===== src/rtl/prefetch_ctrl_pkg.sv =====
// Shared types for the I-cache miss path: prefetch buffer packet, controller
// states/sources and line geometry helpers.
package rv32i_types;

  localparam int LINE_OFFSET_BITS = 5;
  localparam logic [31:0] LINE_OFFSET_MASK = 32'h0000_001F;

  typedef struct packed {
    logic [31:0]  addr;
    logic [255:0] data;
    logic         available;
  } buffer_pkt_t;

  typedef enum logic [1:0] {
    IDLE     = 2'd0,
    DEMAND   = 2'd1,
    PREFETCH = 2'd2,
    RESP     = 2'd3
  } pf_state_t;

  typedef enum logic {
    SRC_HIT    = 1'b0,
    SRC_DEMAND = 1'b1
  } pf_src_t;

  // Two byte addresses fall in the same 32 B line.
  function automatic logic line_match(input logic [31:0] a, input logic [31:0] b);
    return ((a ^ b) & ~LINE_OFFSET_MASK) == 32'd0;
  endfunction

  // Byte address rounded down to its line base.
  function automatic logic [31:0] line_align(input logic [31:0] a);
    return a & ~LINE_OFFSET_MASK;
  endfunction

endpackage


===== src/rtl/prefetch_ctrl.sv =====
// Miss-path controller: serves I-cache misses from the prefetch buffer or
// memory, carries next-line prefetch reads to memory, and reports each
// completed miss so the prefetch stage can request the following line.
//
//   state    | meaning
//   ---------+-------------------------------------------------------------
//   IDLE     | no memory read outstanding; arbitrate demand over prefetch
//   DEMAND   | memory read for a cache miss in flight
//   PREFETCH | memory read for the prefetch stage in flight; a matching
//            | miss piggybacks on it
//   RESP     | response pulse(s) on the outputs; dfp_read ignored
//
// Response pulses are launched on the edge that enters RESP, so RESP is the
// cycle in which dfp_resp / nl_mem_resp are visible. Prefetch completion also
// passes through RESP: the requester still holds its read during the pulse
// cycle, and re-arbitrating then would reissue the same read.
module prefetch_ctrl
  import rv32i_types::*;
(
  input  logic         clk,
  input  logic         rst_n,

  input  logic [31:0]  dfp_addr,
  input  logic         dfp_read,
  output logic [255:0] dfp_rdata,
  output logic         dfp_resp,

  input  buffer_pkt_t  next_line_pkt,
  input  logic         next_line_read,
  output logic [255:0] next_line_data,
  output logic         nl_mem_resp,
  output logic         cache_miss_complete,
  output logic [31:0]  next_line_addr,

  output logic [31:0]  mem_addr,
  output logic         mem_read,
  input  logic [255:0] mem_rdata,
  input  logic         mem_resp
);

  pf_state_t    state, state_d;
  logic         piggy, piggy_d;
  logic [26:0]  served_line, served_line_d;

  logic [255:0] dfp_rdata_d;
  logic         dfp_resp_d;
  logic [255:0] next_line_data_d;
  logic         nl_mem_resp_d;
  logic         cmc_d;
  logic [31:0]  next_line_addr_d;
  logic [31:0]  mem_addr_d;
  logic         mem_read_d;

  logic         buf_hit;
  logic         pf_match;
  logic         piggy_now;

  assign buf_hit   = dfp_read && next_line_pkt.available && line_match(dfp_addr, next_line_pkt.addr);
  assign pf_match  = dfp_read && line_match(dfp_addr, mem_addr);
  assign piggy_now = piggy || pf_match;

  // Next-state, next-output and miss-completion logic.
  always_comb begin
    state_d          = state;
    piggy_d          = piggy;
    served_line_d    = served_line;
    dfp_rdata_d      = dfp_rdata;
    dfp_resp_d       = 1'b0;
    next_line_data_d = next_line_data;
    nl_mem_resp_d    = 1'b0;
    mem_addr_d       = mem_addr;
    mem_read_d       = mem_read;
    cmc_d            = dfp_resp;
    next_line_addr_d = dfp_resp ? {served_line + 27'd1, 5'b0} : next_line_addr;

    case (state)
      IDLE: begin
        if (buf_hit) begin
          dfp_rdata_d   = next_line_pkt.data;
          dfp_resp_d    = 1'b1;
          served_line_d = dfp_addr[31:LINE_OFFSET_BITS];
          state_d       = RESP;
        end else if (dfp_read) begin
          mem_addr_d    = line_align(dfp_addr);
          mem_read_d    = 1'b1;
          served_line_d = dfp_addr[31:LINE_OFFSET_BITS];
          state_d       = DEMAND;
        end else if (next_line_read && !next_line_pkt.available) begin
          mem_addr_d    = line_align(next_line_pkt.addr);
          mem_read_d    = 1'b1;
          piggy_d       = 1'b0;
          state_d       = PREFETCH;
        end
      end
      DEMAND: begin
        if (mem_resp) begin
          mem_read_d  = 1'b0;
          dfp_rdata_d = mem_rdata;
          dfp_resp_d  = 1'b1;
          state_d     = RESP;
        end
      end
      PREFETCH: begin
        if (pf_match) begin
          piggy_d       = 1'b1;
          served_line_d = dfp_addr[31:LINE_OFFSET_BITS];
        end
        if (mem_resp) begin
          mem_read_d       = 1'b0;
          next_line_data_d = mem_rdata;
          nl_mem_resp_d    = 1'b1;
          if (piggy_now) begin
            dfp_rdata_d = mem_rdata;
            dfp_resp_d  = 1'b1;
          end
          piggy_d = 1'b0;
          state_d = RESP;
        end
      end
      RESP: begin
        state_d = IDLE;
      end
      default: begin
        state_d = IDLE;
      end
    endcase
  end

  // State, bookkeeping and registered outputs; reset clears everything at once.
  always_ff @(posedge clk or negedge rst_n) begin
    if (!rst_n) begin
      state               <= IDLE;
      piggy               <= 1'b0;
      served_line         <= '0;
      dfp_rdata           <= '0;
      dfp_resp            <= 1'b0;
      next_line_data      <= '0;
      nl_mem_resp         <= 1'b0;
      cache_miss_complete <= 1'b0;
      next_line_addr      <= '0;
      mem_addr            <= '0;
      mem_read            <= 1'b0;
    end else begin
      state               <= state_d;
      piggy               <= piggy_d;
      served_line         <= served_line_d;
      dfp_rdata           <= dfp_rdata_d;
      dfp_resp            <= dfp_resp_d;
      next_line_data      <= next_line_data_d;
      nl_mem_resp         <= nl_mem_resp_d;
      cache_miss_complete <= cmc_d;
      next_line_addr      <= next_line_addr_d;
      mem_addr            <= mem_addr_d;
      mem_read            <= mem_read_d;
    end
  end

endmodule


===== config.mk =====
export PLATFORM = sky130hd
export DESIGN_NAME = prefetch_ctrl
export DESIGN_NICKNAME = d
export VERILOG_FILES = /design/src/rtl/prefetch_ctrl_pkg.sv /design/src/rtl/prefetch_ctrl.sv
export SDC_FILE = /design/constraint.sdc
export NUM_CORES = 1
export LEC_CHECK = 0
export BUFFER_PORTS_ARGS = -buffer_cell sky130_fd_sc_hd__buf_2
export CORE_AREA = 10 10 440 442
export DETAILED_ROUTE_END_ITERATION = 16
export DIE_AREA = 0 0 450 452
export GPL_ROUTABILITY_DRIVEN = 0
export SYNTH_ARGS = -nofsm -noshare
export SYNTH_HDL_FRONTEND = slang
export SYNTH_SLANG_ARGS = --single-unit
export TNS_END_PERCENT = 1

===== constraint.sdc =====
create_clock -name clk -period 4.4 [get_ports clk]
set_input_delay 0.44 -clock clk [delete_from_list [all_inputs] [get_ports clk]]
set_output_delay 0.44 -clock clk [all_outputs]
set_load 0.005 [all_outputs]

Yosys cells after proc, flatten, opt, wreduce, memory -nomap -nowiden
Cells that the tools add are included.

Register bits after elaboration: 605. Input port bits: 582. Output and inout bits: 580. Logic and storage cells: 85.

Add/subtract/negate cells: 1. Equality and inequality tests: 16. Mux-type cells: 33. Bitwise operators: 3. Reduce and logical (&&, ||, !) cells: 21.

Operators with widths (number): $mux W256 (4); $pmux W256 S3 (1); $mux W27 (3); $logic_not A32 Y1 (2); $mux W32 (2); $xor A32 B32 Y32 (2); $pmux W27 S2 (1); $add A27 B1 Y27 const B (1); $ne A2 B2 Y1 const B (8); $mux W1 (14); $reduce_and A5 Y1 (2); $ne A3 B3 Y1 const B (3); $mux W2 (4); $pmux W2 S3 (1); $reduce_and A3 Y1 (2); $reduce_bool A2 Y1 (3); $eq A2 B2 Y1 const B (2); $logic_and A1 B1 Y1 (4); $ne A4 B4 Y1 const B (1); $pmux W1 S2 (2); $reduce_and A2 Y1 (2); $reduce_and A4 Y1 (1); $pmux W1 S3 (1); $reduce_bool A3 Y1 (1); 7 further kinds (7).

Depth between registers and ports, before layout
Gate-level depths: netlist of run 1.

Depth in word-level cells: 7. Mapped depth: 9. Mapped depth without buffers: 7.

Worst setup path before layout of run 1
OpenSTA, ideal clock, no wires.

Path kind: register to register. From: register state[0]. To: register dfp_rdata[117]. Library setup time: 0.127 ns. Arrival: 2.199 ns. Data required time: 4.273 ns. Setup slack: 2.073 ns. Cell stages (with the launch flop): 8. Buffers on the path: 3. Clock period less this slack: 2.327 ns. Cells stage by stage: dfrtp_1 inv_1 ha_1 clkbuf_1 clkbuf_1 buf_1 mux2_2 mux2_1.

Word-level cells in the longest chain between the ends: 3. Elaborated cells on any way between the ends: 10. Classes of those cells: 6 x eq/ne; 1 x mux; 3 x reduce/logical.

RTL lines: start: declaration (line prefetch_ctrl.sv:41) `pf_state_t state, state_d;`; start signal: assignment (line prefetch_ctrl.sv:144) `state <= state_d;`; $eq A2 B2 Y1 (tied with other cells) (line prefetch_ctrl.sv:76) `case (state)`; $ne A2 B2 Y1 (no line) / $reduce_bool A3 Y1 (equally long branches); $reduce_and A5 Y1 (no line); end signal: assignment (line prefetch_ctrl.sv:147) `dfp_rdata <= dfp_rdata_d;`; end: declaration (line prefetch_ctrl.sv:25) `output logic [255:0] dfp_rdata,`.

Several ways; a longest one is shown, not always the timed one. A chain may end at the register's enable or synchronous reset.

Worst setup path after layout of run 1
From: input port dfp_addr[5]. To: register dfp_rdata[201].

Word-level cells in the longest chain between the ends: 6. Elaborated cells on any way between the ends: 10. Classes of those cells: 2 x eq/ne; 2 x bitwise; 6 x reduce/logical.

RTL lines: start: declaration (line prefetch_ctrl.sv:23) `input logic [31:0] dfp_addr,`; $xor A32 B32 Y32 (line prefetch_ctrl_pkg.sv:28) `return ((a ^ b) & ~LINE_OFFSET_MASK) == 32'd0;`; $logic_not A32 Y1 (line prefetch_ctrl_pkg.sv:28); $logic_and A1 B1 Y1 (line prefetch_ctrl.sv:59) `assign pf_match = dfp_read && line_match(dfp_addr, mem_addr);`; $logic_or A1 B1 Y1 (line prefetch_ctrl.sv:60) `assign piggy_now = piggy || pf_match;`; $ne A2 B2 Y1 (no line); $reduce_and A5 Y1 (no line) *.

Mark *: on every way between the ends. The rest lies on a longest branch, timed or not.

==> summary.txt, run 1 <==
Combinational Power Share -> 49.5%
Fillers -> 19800
Die Area -> 0.203 mm²
CTS Root Cell -> clkbuf_16
post-synth top area cell -> dfrtp_1
clk_lat worst skew -> 0.70 ns
Nets -> 3796
final hold slack -> 0.0790 ns
setup TNS -> 0 ns
total global routing overflow -> 0
Worst EP required -> 4.98 ns
Reg2Reg Setup Slack -> 1.30 ns
total core area -> 0.185 mm²
CP Capture Type -> flop
number of synthesized flops with an enable pin -> 0
die height -> 452 µm
postcts setup bufs -> 0
CTS resizes -> 0
max-cap viol count -> 0
Crit-path slowest cell -> nor4_1
Routed WL -> 159000 µm
Switching Share -> 37.1%
IO Count -> 1162
Crit Path Max Fanout -> 64
Tmin final -> 3.37 ns
delay-heaviest family, CP -> buffers and inverters
ys async rst share -> 100%
hold crit path type -> in2reg
worst-case clock skew -> 0.0270 ns
Leakage Power -> 18.8 nW
power per cell area -> 817 mW/mm²
gr usage total -> 14.8%
CTS hold repair buffers -> 233
number of CTS-inserted buffers -> 76
Reg power frac -> 30.7%
width of the die -> 450 µm
DRC -> 0
DP HPWL -> 131000 µm
Placement Rows -> 158
crit-path max cell delay -> 0.60 ns
post-synthesis cell area -> 0.0276 mm²
sw power -> 0.0125 W
commonest cells after routing, fill and taps aside -> buf_2, dfrtp_1, mux2_2, dlygate4sd3_1, mux2_4
Multi-input gate area -> 0.0117 mm²
status -> completed
clk sinks -> 600
Iter 0 DRT Violations -> 2140
Syn Inst Count -> 1828
synth warn -> 0
fraction of layout cells with a size suffix above 1 -> 62.5%
Finished Layout Cells -> 5789
clock slew at the register clock pins of the worst setup and hold paths -> 0.06 ns
H-tree depth -> 3
Clock Power Share -> 19.9%
Seq cells post-synth -> 600
WP buf/inv -> 4
IO buf count -> 1141
Tcrit/Tclk final -> 76.5%
Initial Util -> 14.9%
TritonRoute pass-1 iters -> 5
Critical path origin -> dfp_addr[5]
Setup CP Type -> in2reg
FF-to-FF Start -> mem_addr[10]
via count -> 22400
internal power -> 0.0212 W
arrival time worst endpoint -> 3.95 ns
FMAX -> 0.297 GHz
wire length per cell after detailed routing -> 27.5 µm
largest net degree at the start of global routing -> 127
Crit path top cell by count -> buf_12
Final Hold Vio Count -> 0
Post-synth top flop -> dfrtp_1
peak supply drop -> 0.494 mV
Routed Antenna Nets -> 0
final setup fails -> 0
most common cell after layout, fill and taps aside -> buf_2
initial antenna violation count -> 110
Slew headroom -> 17.5%
post-synth top area share -> 54.4%
clock buffer depth -> 3
Sequential cell area -> 0.0150 mm²
Synth area leaders -> dfrtp_1, mux2_2, mux2_4, mux2_1, buf_12
vias in the first global route -> 23200
register area share after synthesis -> 54.4%
Worst Hold Launch -> mem_rdata[72]
Mean Syn Cell Area -> 15.1 µm²
placed cells -> 5378
Layout area overhead -> 49.3%
startpoint types -> primary input
CP Cell Sequence -> dlygate4sd3_1 > buf_2 > xor2_1 > nor4_1 > and4_1 > a41oi_1 > a21oi_4 > buf_12 > buf_12 > mux2_1
unrepaired setup endpoints after global routing -> false
Pins Over Slew Limit -> 0
Least-Margin Pin Slew -> 1.24 ns
global-route wire length before repair -> 209000 µm
vias per cell -> 3.88
Cell variety after synth -> 42
TritonCTS clock tree -> yes
kinds of logic after synthesis:
| group | Yosys count | synth area share, % |
|---|---|---|
| multiplexers | 824 | 35.9 |
| flip-flops | 600 | 54.4 |
| buffers and inverters | 124 | 3.28 |
| AND/OR/NAND/NOR | 123 | 2.11 |
| XOR/XNOR | 79 | 2.51 |
| AO/OA/AOI/OAI | 72 | 1.49 |
| adder cells (fa/ha/maj) | 5 | 0.227 |
| other | 1 | 0.0136 |
state kept, by name (all words and copies together) (netlist names):
| register | flops |
|---|---|
| dfp_rdata | 256 |
| next_line_data | 256 |
| mem_addr | 27 |
| next_line_addr | 27 |
| served_line | 27 |
| state | 2 |
| cache_miss_complete | 1 |
| dfp_resp | 1 |
| mem_read | 1 |
| nl_mem_resp | 1 |
| piggy | 1 |
metal layers:
layer	global-route usage (%)	part of all wire, %	vias up
met5	0	0.25	-
met2	22.2	43	1338
met4	7.25	5.6	62
li1	-	-	9309
met3	7.30	13	373
met1	17.6	38	11400
power by group through the flow:
stage	logic [W]	registers (W)	clock network (W)
floorplan	0.00992	0.0102	0
global placement	0.0165	0.0102	0
detailed placement	0.0167	0.0103	0
CTS	0.0169	0.0103	0.00690
global route	0.0177	0.0106	0.00708
finish	0.0166	0.0103	0.00669
synthesized netlist by cell type, types with 2 or more instances:
master and count:
inv_1 10, buf_1 8, dfrtp_1 600, mux2i_1 28, mux2_1 60, nand2_1 13
buf_2 3, nor3_1 3, xnor2_1 45, clkbuf_1 65, buf_12 22, nand4_1 15
a21oi_1 55, buf_6 5, nand3_1 11, buf_4 11, nor4_1 4, nor4_2 2
and4_1 4, ha_1 5, o21ai_0 5, mux2_2 556, nor2_1 64, mux2_4 180
and3_1 4, xor2_1 34
through the flow:
| step | util (%) | total power, W | worst slack (ns) | cell area, µm² |
|---|---|---|---|---|
| after floorplan | - | 0.0201 | 2.07 | 27600 |
| after global placement | 19.5 | 0.0267 | 0.971 | 36100 |
| after detailed placement | 19.5 | 0.0270 | 0.958 | 36100 |
| after CTS | 22.3 | 0.0341 | 1.12 | 41100 |
| after global routing | 22.3 | 0.0354 | 1.02 | 41100 |
| final | 22.3 | 0.0337 | 1.03 | 41200 |
worst reg2reg max path: stages, from the launching register on:
cell and delay (ns):
dfrtp_1 0.49, xnor2_1 0.27, nand4_1 0.11, nor3_1 0.48, nand4_1 0.24, a21oi_4 0.30
buf_12 0.22, buf_12 0.44, mux2_1 0.45
final cells by class:
type	instances	share of cell area [%]
timing repair buffer	1408	20.7
tap	2480	7.53
clock inverter	30	1.06
inverter	10	0.0911
antenna	38	0.231
multi-input combinational	1113	28.5
clock buffer	110	5.44
sequential	600	36.4
worst paths after layout:
path                                      end  cells past startpoint
min in group asynchronous      dfp_rdata[222]                      2
min reg2reg                    dfp_rdata[238]                      1
max reg2reg                    dfp_rdata[201]                      8
min                        next_line_data[72]                      2
max in group asynchronous      dfp_rdata[141]                      3
max                            dfp_rdata[201]                     10
Note: power is estimated with default switching activity, not from simulation.
==> inputs of run 2 (changes only) <==
- clock period: 4.4 -> 3.36 ns (I/O delays scaled with it)
==> run 2 against run 1 <==
Effect of this change: critical path depth rose by 2; first-iteration DRC count increased by 6.3%; clock skew is 0.018 ns higher.
==> summary.txt, run 2 (synthesis gave the netlist of run 1 again) <==
status -> completed
total global routing overflow -> 0 (unchanged)
wire length per cell after detailed routing -> 26.8 µm (-2.5%)
Sequential cell area -> 0.0150 mm² (about the same)
FMAX -> 0.329 GHz
width of the die -> 450 µm (unchanged)
total core area -> 0.185 mm² (unchanged)
Routed Antenna Nets -> 0 (unchanged)
final setup fails -> 0 (unchanged)
Routed WL -> 162000 µm (+2.1%)
Placement Rows -> 158 (unchanged)
Multi-input gate area -> 0.0117 mm² (about the same)
Die Area -> 0.203 mm² (unchanged)
clk_lat worst skew -> 0.69 ns (about the same)
fraction of layout cells with a size suffix above 1 -> 58.5% (-4.0 points)
Final Hold Vio Count -> 0 (unchanged)
Crit Path Max Fanout -> 17 (-73%)
initial antenna violation count -> 103 (-6.4%)
CTS resizes -> 0 (unchanged)
max-cap viol count -> 0 (unchanged)
WP buf/inv -> 6 (+2)
power per cell area -> 1020 mW/mm² (+25%)
Iter 0 DRT Violations -> 2275 (+6.3%)
final hold slack -> 0.0428 ns (-0.0362 ns)
Pins Over Slew Limit -> 0 (unchanged)
FF-to-FF Start -> mem_addr[10]
Critical path origin -> next_line_pkt[272]
clock slew at the register clock pins of the worst setup and hold paths -> 0.06 ns (about the same)
TritonRoute pass-1 iters -> 6 (+1)
DP HPWL -> 133000 µm (+1.2%)
number of CTS-inserted buffers -> 74 (-2.6%)
Fillers -> 19400 (-2.2%)
unrepaired setup endpoints after global routing -> false
Tcrit/Tclk final -> 90.4%
sw power -> 0.0166 W (+33%)
Initial Util -> 14.9% (unchanged)
Setup CP Type -> in2reg
startpoint types -> primary input
vias in the first global route -> 24900 (+7.3%)
hold crit path type -> in2reg
Regs by FF count -> dfp_rdata x256, next_line_data x256
H-tree depth -> 3 (unchanged)
IO buf count -> 1141 (unchanged)
Leakage Power -> 20.0 nW (+6.3%)
IO Count -> 1162 (unchanged)
largest net degree at the start of global routing -> 79 (-38%)
Clock Power Share -> 19.0% (-0.9 points)
clock buffer depth -> 3 (unchanged)
CP Capture Type -> flop
Combinational Power Share -> 50.7% (+1.2 points)
Tmin final -> 3.04 ns
delay-heaviest family, CP -> buffers and inverters
worst-case clock skew -> 0.0447 ns (+0.0176 ns)
Least-Margin Pin Slew -> 1.03 ns (-0.203 ns)
Worst Hold Launch -> mem_rdata[5]
peak supply drop -> 0.509 mV (+3.1%)
die height -> 452 µm (unchanged)
crit-path max cell delay -> 0.60 ns (about the same)
Crit path top cell by count -> buf_12
DRC -> 0 (unchanged)
CTS Root Cell -> clkbuf_16
Nets -> 4072 (+7.3%)
clk sinks -> 600 (unchanged)
Slew headroom -> 31.0% (+14 points)
via count -> 23700 (+5.8%)
Crit-path slowest cell -> dlygate4sd3_1
vias per cell -> 3.92 (+1.0%)
internal power -> 0.0282 W (+33%)
TritonCTS clock tree -> yes
Layout area overhead -> 59.1%
setup TNS -> 0 ns (unchanged)
arrival time worst endpoint -> 3.58 ns (-0.37 ns)
commonest cells after routing, fill and taps aside -> buf_2, dfrtp_1, mux2_2, dlygate4sd3_1, mux2_4
global-route wire length before repair -> 217000 µm (+3.7%)
Reg power frac -> 30.3% (-0.4 points)
gr usage total -> 15.2% (+0.35 points)
Switching Share -> 37.0% (-0.17 points)
CP Cell Sequence -> dlygate4sd3_1 > buf_2 > xor2_1 > nor4_1 > buf_4 > and4_1 > a41oi_1 > a21oi_4 > buf_12 > buf_12 > buf_12 > mux2_1
Worst EP required -> 3.90 ns (-1.08 ns)
most common cell after layout, fill and taps aside -> buf_2
-- run 2: cell types whose count changed in the layout (fill, tap and decap cells not counted), moves of 4 or more --
| cell | change |
|---|---|
| clkinv_16 | -4 |
| dlygate4sd3_1 | +243 |
| clkbuf_8 | -6 |
| buf_12 | +13 |
| buf_4 | +22 |
-- run 2: per-stage QoR --
| stage | area, µm² | power, W | setup slack, ns | util, % | instances |
|---|---|---|---|---|---|
| final | 43900 | 0.0448 | 0.322 | 23.8 | 6063 |
| after detailed placement | 36500 | 0.0358 | 0.247 | 19.8 | 5413 |
| after global routing | 43900 | 0.0470 | 0.274 | 23.8 | 6043 |
| after CTS | 43800 | 0.0452 | 0.354 | 23.7 | 6023 |
| after global placement | 36500 | 0.0354 | 0.167 | 19.8 | 5413 |
| after floorplan | 27600 | 0.0263 | 1.03 | - | 1837 |
-- run 2: path summary, 6_finish.rpt --
path                       slack, ns            endpoint  depth (start not counted)
setup / recovery                0.32      dfp_rdata[242]                         12
max in group asynchronous       1.93  next_line_data[93]                          3
min in group asynchronous       0.25  next_line_data[75]                          2
hold / removal                  0.04   next_line_data[5]                          2
setup reg to reg                0.45      dfp_rdata[242]                         11
hold reg to reg                 0.48      dfp_rdata[238]                          1
-- run 2: area by class of cell --
| type | count | area share, % |
|---|---|---|
| clock buffer | 105 | 4.82 |
| sequential | 600 | 34.2 |
| tap | 2480 | 7.07 |
| clock inverter | 29 | 0.946 |
| inverter | 10 | 0.0855 |
| multi-input combinational | 1113 | 26.7 |
| antenna | 40 | 0.228 |
| timing repair buffer | 1686 | 25.9 |
-- run 2: metal layers --
layer	up-vias	routed length, µm	global-route usage, %
li1	9869	-	-
met1	12000	62100	17.8
met2	1474	72100	23.3
met3	397	19900	7.59
met4	46	8050	6.50
met5	-	299	0
-- run 2: worst register-to-register path, stage by stage, from the launching register on --
cell and delay (ns):
dfrtp_1 0.45, xnor2_1 0.18, buf_4 0.16, nand4_1 0.08, nor3_1 0.31, buf_4 0.18
nand4_1 0.15, a21oi_4 0.24, buf_12 0.20, buf_12 0.25, buf_12 0.22, mux2_1 0.34
-- run 2: power by group through the flow --
stage	Sequential (W)	Clock, W	Combinational (W)
after floorplan	0.0134	0	0.0130
after global placement	0.0133	0	0.0221
after detailed placement	0.0135	0	0.0223
after CTS	0.0134	0.00876	0.0230
after global routing	0.0139	0.00900	0.0241
final	0.0136	0.00852	0.0227
-- run 2: what timing repair did --
item / in CTS / in global routing
hold endpoints to repair: 554 / 0
hold buffers: 476 / 0
buffers inserted: 0 / 0
==> inputs of run 3 (changes only) <==
==> constraint.sdc (replaced) <==
create_clock -name clk -period 3.36 [get_ports clk]
set_input_delay 0 -clock clk [delete_from_list [all_inputs] [get_ports clk]]
set_output_delay 0 -clock clk [all_outputs]
set_load 0.005 [all_outputs]
==> run 3 against run 2 <==
Effect of this change: non-clock buffer count grew 152; total power grew 0.23%; sequential power is essentially flat; die area is the same; hold slack gained 0.044 ns; via count grew 3.5%; combinational power is essentially flat; global-route usage grew 0.41 points; core utilization grew 0.82 points; register-to-register slack lost 0.04 ns; count of clock-buffer cells in the layout grew 6; critical path type is now reg2reg; highest routed layer unchanged.
==> summary.txt, run 3 (synthesis gave the netlist of run 1 again) <==
TritonRoute pass-1 iters -> 8 (+2)
TritonCTS clock tree -> yes
vias per cell -> 3.95 (+0.99%)
Pins Over Slew Limit -> 0 (unchanged)
Routed WL -> 167000 µm (+2.7%)
CP Capture Type -> flop
Worst EP required -> 3.93 ns (+0.03 ns)
postcts setup bufs -> 0 (unchanged)
power per cell area -> 989 mW/mm² (-3.1%)
clock buffer depth -> 3 (unchanged)
Setup WS post-layout -> 0.407 ns (+0.0846 ns)
Least-Margin Pin Slew -> 1.20 ns (+0.166 ns)
Nets -> 4226 (+3.8%)
Placement Rows -> 158 (unchanged)
most common cell after layout, fill and taps aside -> buf_2
hold depth -> 3 (+1)
initial antenna violation count -> 110 (+6.8%)
IO Count -> 1162 (unchanged)
status -> completed
Initial Util -> 14.9% (unchanged)
gr usage total -> 15.6% (+0.41 points)
Tmin final -> 2.95 ns (-0.0846 ns)
clk sinks -> 600 (unchanged)
IO buf count -> 1141 (unchanged)
clock slew at the register clock pins of the worst setup and hold paths -> 0.06 ns (about the same)
width of the die -> 450 µm (unchanged)
Die Area -> 0.203 mm² (unchanged)
total global routing overflow -> 0 (unchanged)
Reg2Reg Depth -> 8 (-3)
startpoint types -> flop
CTS Root Cell -> clkbuf_16
Crit Path Max Fanout -> 38 (+21)
H-tree depth -> 3 (unchanged)
arrival time worst endpoint -> 3.53 ns (-0.05 ns)
Final Core Density -> 24.6% (+0.82 points)
die height -> 452 µm (unchanged)
largest net degree at the start of global routing -> 87 (+10%)
global-route wire length before repair -> 222000 µm (+2.4%)
Worst Hold Launch -> mem_rdata[176]
final setup fails -> 0 (unchanged)
Leakage Power -> 20.6 nW (+3.0%)
Routed Antenna Nets -> 0 (unchanged)
DRC -> 0 (unchanged)
Final Hold Vio Count -> 0 (unchanged)
overall power -> 0.0449 W (+0.23%)
wire length per cell after detailed routing -> 26.9 µm (+0.28%)
Iter 0 DRT Violations -> 2463 (+8.3%)
number of CTS-inserted buffers -> 76 (+2.7%)
Layout area overhead -> 64.6%
Hold Crit Endpoint -> next_line_data[176]
FMAX -> 0.339 GHz (+2.9%)
Slew headroom -> 19.9% (-11 points)
total core area -> 0.185 mm² (unchanged)
vias in the first global route -> 25600 (+2.9%)
Post-Place Setup Slack -> 0.473 ns (+0.226 ns)
Tcrit/Tclk final -> 87.9% (-2.5 points)
FF-to-FF Start -> mem_addr[15]
fraction of layout cells with a size suffix above 1 -> 55.5% (-3.0 points)
commonest cells after routing, fill and taps aside -> buf_2, dlygate4sd3_1, dfrtp_1, mux2_2, mux2_4
clk_lat worst skew -> 0.72 ns (+0.03 ns)
max-cap viol count -> 0 (unchanged)
via count -> 24600 (+3.5%)
DP HPWL -> 132000 µm (-0.51%)
Reg2Reg Setup Slack -> 0.41 ns (-0.04 ns)
setup TNS -> 0 ns (unchanged)
Setup CP Type -> reg2reg
worst-case clock skew -> 0.0411 ns (-0.00354 ns)
peak supply drop -> 0.599 mV (+18%)
hold crit path type -> in2reg
unrepaired setup endpoints after global routing -> false
Regs by FF count -> dfp_rdata x256, next_line_data x256
Reg-to-Reg End -> dfp_rdata[51]
-- run 3: cell count changes in the layout (fill, tap and decap cells not counted), moves of 4 or more --
cell,change
bufinv_16,-5
diode_2,-5
dlygate4sd3_1,+172
buf_4,-16
inv_6,-4
buf_12,-5
-- run 3: how the worst max path moves through the flow --
stage | startpoint | end | slack, ns | depth (start not counted)
3_3_place_gp | mem_addr[15] | dfp_rdata[51] | 0.46 | 8
5_1_grt | mem_addr[15] | dfp_rdata[51] | 0.25 | 8
3_5_place_dp | mem_addr[15] | dfp_rdata[43] | 0.47 | 8
4_1_cts | mem_addr[15] | dfp_rdata[51] | 0.44 | 8
2_1_floorplan | state[0] | dfp_rdata[117] | 1.03 | 7
6_report | mem_addr[15] | dfp_rdata[51] | 0.41 | 8
-- run 3: final cells by class --
type | count | area [µm²]
clock inverters | 24 | 324
inverters | 10 | 37.5
clock buffers | 111 | 2200
multi-input cells | 1113 | 11700
diodes | 35 | 87.6
fillers | 19300 | 139000
well taps | 2480 | 3100
repair buffers | 1838 | 12900
flip-flops and latches | 600 | 15000
-- run 3: repair_timing --
item                                   4_1_cts  5_1_grt
hold buffers                               649        0
resized for setup                            0        0
endpoints found under the hold margin      865        0
-- run 3: through the flow --
stage / cells / instance area, µm² / hold slack [ns]
global placement: 5392 / 36300 / 0.143
global route: 6188 / 45400 / 0.0430
finish: 6211 / 45400 / 0.0865
CTS: 6176 / 45300 / 0.000819
detailed placement: 5392 / 36300 / 0.143
floorplan: 1837 / 27600 / -0.296
-- run 3: per-layer routing --
layer	vias up	global-route usage, %	wire [µm]
li1	10200	-	-
met1	12300	18.1	62400
met2	1568	23.7	73200
met3	434	7.87	21500
met4	42	7.54	9310
met5	-	0	419
-- run 3: power by group --
group	leakage [nW]	switching (W)	internal (W)
clock network	1.23	0.00367	0.00484
logic	12.3	0.0107	0.0122
registers	7.04	0.00243	0.0111
-- run 3: critical path, cell delays in order (launching register included) --
cell     delay [ns]
dfrtp_1        0.40
xnor2_1        0.19
nand4_1        0.19
nor4_2         0.47
nand4_1        0.22
a21oi_4        0.28
buf_12         0.33
buf_12         0.29
mux2_1         0.34
